File: config.mk
export PLATFORM = sky130hd
export DESIGN_NAME = if_fetch_stage
export DESIGN_NICKNAME = d
export VERILOG_FILES = /design/src/rtl/if_fetch_stage.sv
export SDC_FILE = /design/constraint.sdc
export NUM_CORES = 1
export LEC_CHECK = 0
export ABC_AREA = 1
export BUFFER_PORTS_ARGS = -buffer_cell sky130_fd_sc_hd__buf_4
export CORE_MARGIN = 10
export CORE_UTILIZATION = 40
export DETAILED_ROUTE_END_ITERATION = 16
export SYNTH_ARGS = -nofsm -noshare
export SYNTH_HDL_FRONTEND = slang
export SYNTH_SLANG_ARGS = --single-unit
File: constraint.sdc
create_clock -name CLK -period 3.5 [get_ports CLK]
set_input_delay 0.175 -clock CLK [delete_from_list [all_inputs] [get_ports CLK]]
set_output_delay 0.175 -clock CLK [all_outputs]
set_load 0.01 [all_outputs]
File: src/rtl/if_fetch_stage.sv
// rtl/if_fetch_stage.sv - MIPS instruction-fetch stage: PC register, next-PC select, IF/ID register
module if_fetch_stage #(
  parameter logic [31:0] PC_RESET  = 32'h0000_0000,
  parameter logic [31:0] HALT_WORD = 32'hFFFF_FFFF
) (
  input  logic        CLK,
  input  logic        RST_N,
  input  logic        PC_NOPE,
  input  logic        IF_ID_Reg_Rst,
  input  logic        Jump_kind,
  input  logic        redirect_valid,
  input  logic [31:0] imm_target,
  input  logic [31:0] reg_target,
  output logic [31:0] imem_addr,
  input  logic [31:0] imem_rdata,
  output logic [31:0] pc,
  output logic [31:0] if_id_instr,
  output logic [31:0] if_id_pc_plus4,
  output logic        if_id_valid,
  output logic [31:0] fetch_count,
  output logic        halted
);

  logic        pending;
  logic [31:0] pending_tgt;
  logic [31:0] tgt;
  logic [31:0] pc_plus4;
  logic        advance;
  logic        take_redirect;
  logic        take_pending;
  logic        target_applied;

  // Target selection (word aligned) and which control-flow source wins this edge
  always_comb begin
    tgt            = (Jump_kind ? reg_target : imm_target) & 32'hFFFF_FFFC;
    pc_plus4       = pc + 32'd4;
    advance        = !halted && !PC_NOPE;
    take_redirect  = advance && redirect_valid;
    take_pending   = advance && !redirect_valid && pending;
    target_applied = take_redirect || take_pending;
  end

  assign imem_addr = pc;

  // Remember a redirect that arrived while stalled; a newer one overwrites it
  always_ff @(posedge CLK or negedge RST_N) begin
    if (!RST_N) begin
      pending     <= 1'b0;
      pending_tgt <= 32'h0;
    end else if (!halted && redirect_valid && PC_NOPE) begin
      pending     <= 1'b1;
      pending_tgt <= tgt;
    end else if (target_applied) begin
      pending     <= 1'b0;
    end
  end

  // PC register: halt and stall hold, then live redirect, then pending, then sequential
  always_ff @(posedge CLK or negedge RST_N) begin
    if (!RST_N) begin
      pc <= PC_RESET;
    end else if (take_redirect) begin
      pc <= tgt;
    end else if (take_pending) begin
      pc <= pending_tgt;
    end else if (advance) begin
      pc <= pc_plus4;
    end
  end

  // IF/ID register: flush beats stall; a fetched halt word is delivered and sets halted
  always_ff @(posedge CLK or negedge RST_N) begin
    if (!RST_N) begin
      if_id_instr    <= 32'h0;
      if_id_pc_plus4 <= 32'h0;
      if_id_valid    <= 1'b0;
      fetch_count    <= 32'h0;
      halted         <= 1'b0;
    end else if (IF_ID_Reg_Rst || halted || target_applied) begin
      if_id_instr    <= 32'h0;
      if_id_pc_plus4 <= 32'h0;
      if_id_valid    <= 1'b0;
    end else if (!PC_NOPE) begin
      if_id_instr    <= imem_rdata;
      if_id_pc_plus4 <= pc_plus4;
      if_id_valid    <= 1'b1;
      fetch_count    <= fetch_count + 32'd1;
      if (imem_rdata == HALT_WORD) begin
        halted <= 1'b1;
      end
    end
  end

endmodule

**Word-level counts from Yosys, hierarchy flattened**

Cells that the tools add are included.

- $add $sub $neg: 2
- Equal/unequal tests: 2
- Mux-type cells: 12
- Bitwise gates (word level): 2
- Reductions and logical operators: 16

Operators with widths:

| kind | count |
|---|---|
| 2-to-1 mux 32 bit | 8 |
| adder 32 x 1 -> 32 bit, second input constant | 1 |
| adder 32 x 3 -> 32 bit, second input constant | 1 |
| equality test 32 bit, second input constant | 1 |
| logical AND 1 bit | 6 |
| 2-to-1 mux 1 bit | 4 |
| logical NOT 1 bit | 3 |
| logical OR 1 bit | 3 |
| AND reduction 3 bit | 1 |
| nonzero test 3 bit | 1 |
| != test 2 x 1 -> 1 bit, second input constant | 1 |
| NOT 1 bit | 2 |
| AND reduction 2 bit | 1 |
| nonzero test 2 bit | 1 |

- Bits in registers: 161
- Output and inout bits: 162
- Word-level logic and storage cells: 42

**Longest topological paths before layout**

- Depth after elaboration: 8
- Gate-level depth with buffers: 10

**Least setup slack after synthesis**

OpenSTA, ideal clock, no wires.

- Kind: register to register
- From: reg pc[2] (netlist: imem_addr[2])
- To: reg pc[30] (netlist: imem_addr[30])
- Library setup time: 0.119 ns
- Data arrival time: 1.432 ns
- Required time: 3.381 ns
- Path slack: 1.949 ns
- Stages on the path, launching flop included: 11
- Cell sequence: dfrtp_1 -> ha_1 -> nand2_1 -> nor2_1 -> nand2_1 -> nor2_2 -> nand2_1 -> nand2_1 -> nand3_1 -> nand2_1 -> nand2_1

- Word-level cells in the longest chain between the ends: 4

RTL lines:

| element | RTL line | text |
|---|---|---|
| start, declared | 16 | `output logic [31:0] pc,` |
| start signal, assigned | 63 | `pc <= tgt;` |
| start signal, assigned | 65 | `pc <= pending_tgt;` |
| start signal, assigned | 67 | `pc <= pc_plus4;` |
| adder 32 x 3 -> 32 bit | 36 | `pc_plus4 = pc + 32'd4;` |
| 2-to-1 mux 32 bit | 66 | `end else if (advance) begin` |
| 2-to-1 mux 32 bit | 64 | `end else if (take_pending) begin` |
| 2-to-1 mux 32 bit | 62 | `end else if (take_redirect) begin` |

Every way passes these cells. The select of a mux whose other input is x is not followed.
A chain may end at the register's enable or synchronous reset.

**Worst setup path after layout**

- From: reg halted
- To: reg fetch_count[18]

- Word-level cells in the longest chain between the ends: 8
- Elaborated cells between the ends (all ways): 10
- Those cells by class: 1 x bitwise; 9 x reduce/logical

RTL lines:

| element | RTL line | text |
|---|---|---|
| start, declared | 21 | `output logic halted` |
| start signal, assigned | 78 | `halted <= 1'b0;` |
| start signal, assigned | 89 | `halted <= 1'b1;` |
| logical NOT 1 bit | 37 | `advance = !halted && !PC_NOPE;` |
| logical AND 1 bit | 37 |  |
| logical AND 1 bit (2 in series) | 39 | `take_pending = advance && !redirect_valid && pending;` |
| logical OR 1 bit | 40 | `target_applied = take_redirect \|\| take_pending;` |
| logical OR 1 bit * | 79 | `end else if (IF_ID_Reg_Rst \|\| halted \|\| target_applied) begin` |
| NOT 1 bit (no source line) * | - |  |
| AND reduction 2 bit (no source line) * | - |  |
| end signal, assigned | 87 | `fetch_count <= fetch_count + 32'd1;` |
| end, declared | 20 | `output logic [31:0] fetch_count,` |

Every way passes the cells marked *; elsewhere a longest branch is shown, timed or not.

==> flow_results.org <==
** Status
- The run finished with clean final reports.

** Yosys
- In this run the mean area of a mapped cell was 7.56 um^2.
- Synthesis inferred 158 register bits.
- Counting instances in the post-synthesis netlist gives the leading cell types as sky130_fd_sc_hd__nand2_1 (433), sky130_fd_sc_hd__dfrtp_1 (158), sky130_fd_sc_hd__nor2_1 (151).
- In this run, synthesis inferred 0 flip-flops with an integrated enable.
- Among all flip-flop cells after synthesis, the most frequent one is sky130_fd_sc_hd__dfrtp_1.
- For this run, the number of Yosys warnings is 0.
- The number of different library cells used by synthesis comes to 40.
- sky130_fd_sc_hd__dfrtp_1 takes more of the synthesized area than any other cell.
- Seq/Total Area, Yosys :: 46.2%
- Instance count of the mapped netlist :: 1132
- Top cells by area in the synthesized netlist :: sky130_fd_sc_hd__dfrtp_1 (46%), sky130_fd_sc_hd__nand2_1 (19%), sky130_fd_sc_hd__nor2_1 (6.6%), sky130_fd_sc_hd__buf_4 (3.5%), sky130_fd_sc_hd__a22o_1 (3.1%)
- Area of the mapped netlist :: 0.00856 mm^2
- After synthesis, the largest area contributor takes up 46.2% of total cell area.
- Asr flop ratio synth :: 100%
- Most frequent cell after synthesis :: sky130_fd_sc_hd__nand2_1

** Route
- Wires add up to 27.7 mm.
- The detailed router put a total of 12.6 mm of wire on met1.
- After detailed routing, the met2 layer carries 12.9 mm of wire.
- Before antenna repair, the detailed router went through 5 iterations.
- Vias :: 8087
- After detailed routing, the number of remaining DRC violations is 0.
- Highest routed layer :: met4
- After detailed routing, the number of vias per cell comes to 4.87.
- Residual antenna-violating net count after detailed routing :: 0
- In the final routed layout, each cell accounts on average for 16.7 um.
- Drt initial violations :: 513
- Amount of wire on met3 after detailed routing :: 1.75 mm

** STA
- Clock skew on the completed layout was measured at 8.16 ps.
- Adding up every negative setup slack in the final design gives 0 ps.
- Top achievable clock speed :: 453 MHz
- Max-slew violation count :: 0
- Setup violations remaining at the end of the flow were counted as 0.
- Final critical delay including setup and external delays :: 2210 ps
- The final hold violation count is 0.
- Setup repair after global routing left no endpoint under its margin.
- Headroom to the max-slew limit :: 28.2%
- The final critical path takes up 63.1% of the cycle.
- For the pin with the worst max-slew slack, the measured transition is 1080 ps.

** Worst hold path
- Class of the tightest hold or removal check :: input pin to register

** Floorplanning
- Die Y-Extent :: 166 um
- Site row count :: 53
- Once the floorplan was initialized, standard cells occupied 40.7% of the core.
- Die Outline Area :: 0.0277 mm^2
- The core region is 0.0210 mm^2.
- Pin placement for this block handled 264 I/O pins.
- From left edge to right edge, the die measures 166 um.

** Placement
- Post-DP HPWL :: 20.7 mm
- # placed instances :: 1599
- Gpl congestion :: 0.859
- Count of input and output buffers :: 255

** Global routing
- Combined global-route utilization of all metal layers :: 19.7%
- Largest net degree at the start of global routing :: 87
- The via count of the first global-routing pass came to 8405.
- Global routing finished with a remaining overflow of 0.
- The number of antenna violations at the first check in global routing is 0.
- First-pass GRT wire length :: 44.9 mm

** Clock network
- CTS H-Tree Depth :: 4
- TritonCTS built the clock tree.
- Clock-pin slew of the registers on the worst-case setup and hold paths :: 60 ps
- For this design, the sink count on the clock tree is 158.
- In this run, post-CTS repair resized a total of 0 instances.
- Maximum clock insertion buffer count :: 2
- Post-cts hold buffer count :: 29
- Clock insertion delay at the later pin of the skew report :: 420 ps
- In this run the clock root is driven by a sky130_fd_sc_hd__clkbuf_16.
- The number of clock buffers added by TritonCTS is 17.
- After clock tree synthesis, the setup repair step added 0 buffers.

** Finish
- Counting the fill cells in the layout gives 2024.
- Nets@finish :: 1476
- Once layout is complete, the cells apart from fillers number 1659.
- Of the cells placed in the final design, the portion with a size suffix greater than 1 is 22.3%.
- Area growth, synth to finish :: 31.7%
- Count of inserted antenna diode cells :: 0

** Worst setup path
- For the worst setup path, the data required time is 3810 ps.
- CP Data Arrival Time :: 2520 ps
- Type of the setup path with the least slack :: register to register
- Startpoint kind of the worst setup timing path :: register
- Maximum fanout encountered on the critical timing path :: 23
- Reg2Reg Setup Slack :: 1290 ps
- Category of the worst setup path capture point :: register

** Power and ir drop
- In this run the static leakage power is 5.69 nW.
- Largest vdd supply drop :: 240 uV
- Power per Cell Area :: 465 mW/mm^2

** Flow run
- Maximum capacitance violations :: 0
-- registers in the layout, summed over array words and instances, names as in the netlist --
signal          cells
pending             1
halted              1
pending_tgt        30
if_id_instr        32
imem_addr          30
fetch_count        32
if_id_valid         1
if_id_pc_plus4     31
-- kinds of logic after synthesis --
logic type	share of synthesized area [%]
compound gates	9.15
xor+xnor	3.07
fa+ha+maj	0.292
buf+inv	8.37
flops	46.2
mux	1.52
other cells	0.0438
simple gates	31.4
-- cells in the final DEF (no fill, tap or decap), drive strengths merged, types with 20 or more instances in the layout --
cell,instances
nand2,434
buf,261
nor2,160
dfrtp,158
inv,65
nand3,46
o21ai,44
a22o,30
dlygate4sd3,29
a21oi,26
clkbuf,20
-- layer usage --
metal / vias up / global-route usage, %
met5: - / 0
met4: 0 / 4.85
met3: 28 / 5.28
met2: 266 / 32.1
met1: 3721 / 25.3
li1: 4072 / -
-- stage by stage --
stage               setup WS [ps]  utilization [%]  hold WS (ps)  area [um^2]  total power (W)
floorplan                    1950                -          -121         8570          0.00287
global placement             1330             49.6           171        10400          0.00344
detailed placement           1270             49.6           172        10400          0.00345
CTS                          1250             53.7          22.9        11300          0.00530
global route                 1080             53.7          30.5        11300          0.00552
finish                       1290             53.7          40.3        11300          0.00524
-- power by group --
group	leakage, nW	internal, W	switching [W]
clock network	0.268	0.00106	0.000744
registers	2.05	0.00202	0.000259
logic	3.37	0.000539	0.000617
total	5.69	0.00362	0.00162
-- area by class of cell --
cell class	instances	area (um^2)	share of cell area, %
tap	275	344	3.05
timing repair buffer	290	2270	20.1
clock inverter	11	119	1.05
multi-input combinational	839	3900	34.6
clock buffer	20	447	3.96
sequential	158	3950	35.1
inverter	66	248	2.20
-- worst paths after layout --
| check | startpoint | cells after the start | endpoint |
|---|---|---|---|
| setup / recovery | halted | 9 | fetch_count[18] |
| hold / removal | imem_rdata[30] | 3 | if_id_instr[30] |
| setup reg to reg | halted | 9 | fetch_count[18] |
| hold reg to reg | if_id_pc_plus4[10] | 2 | if_id_pc_plus4[10] |
| max in group asynchronous | RST_N | 3 | imem_addr[19] |
| min in group asynchronous | RST_N | 2 | fetch_count[15] |
-- critical path, stage by stage (launching register included) --
cell and delay, ps:
sky130_fd_sc_hd__dfrtp_1 500, sky130_fd_sc_hd__nor2_4 120, sky130_fd_sc_hd__o21ai_2 80, sky130_fd_sc_hd__nand2_2 90, sky130_fd_sc_hd__inv_1 80, sky130_fd_sc_hd__nand2_1 560
sky130_fd_sc_hd__nor2_4 420, sky130_fd_sc_hd__nand3_1 120, sky130_fd_sc_hd__nand2_1 80, sky130_fd_sc_hd__nand2_1 50
Note: power is estimated with default switching activity, not from simulation.
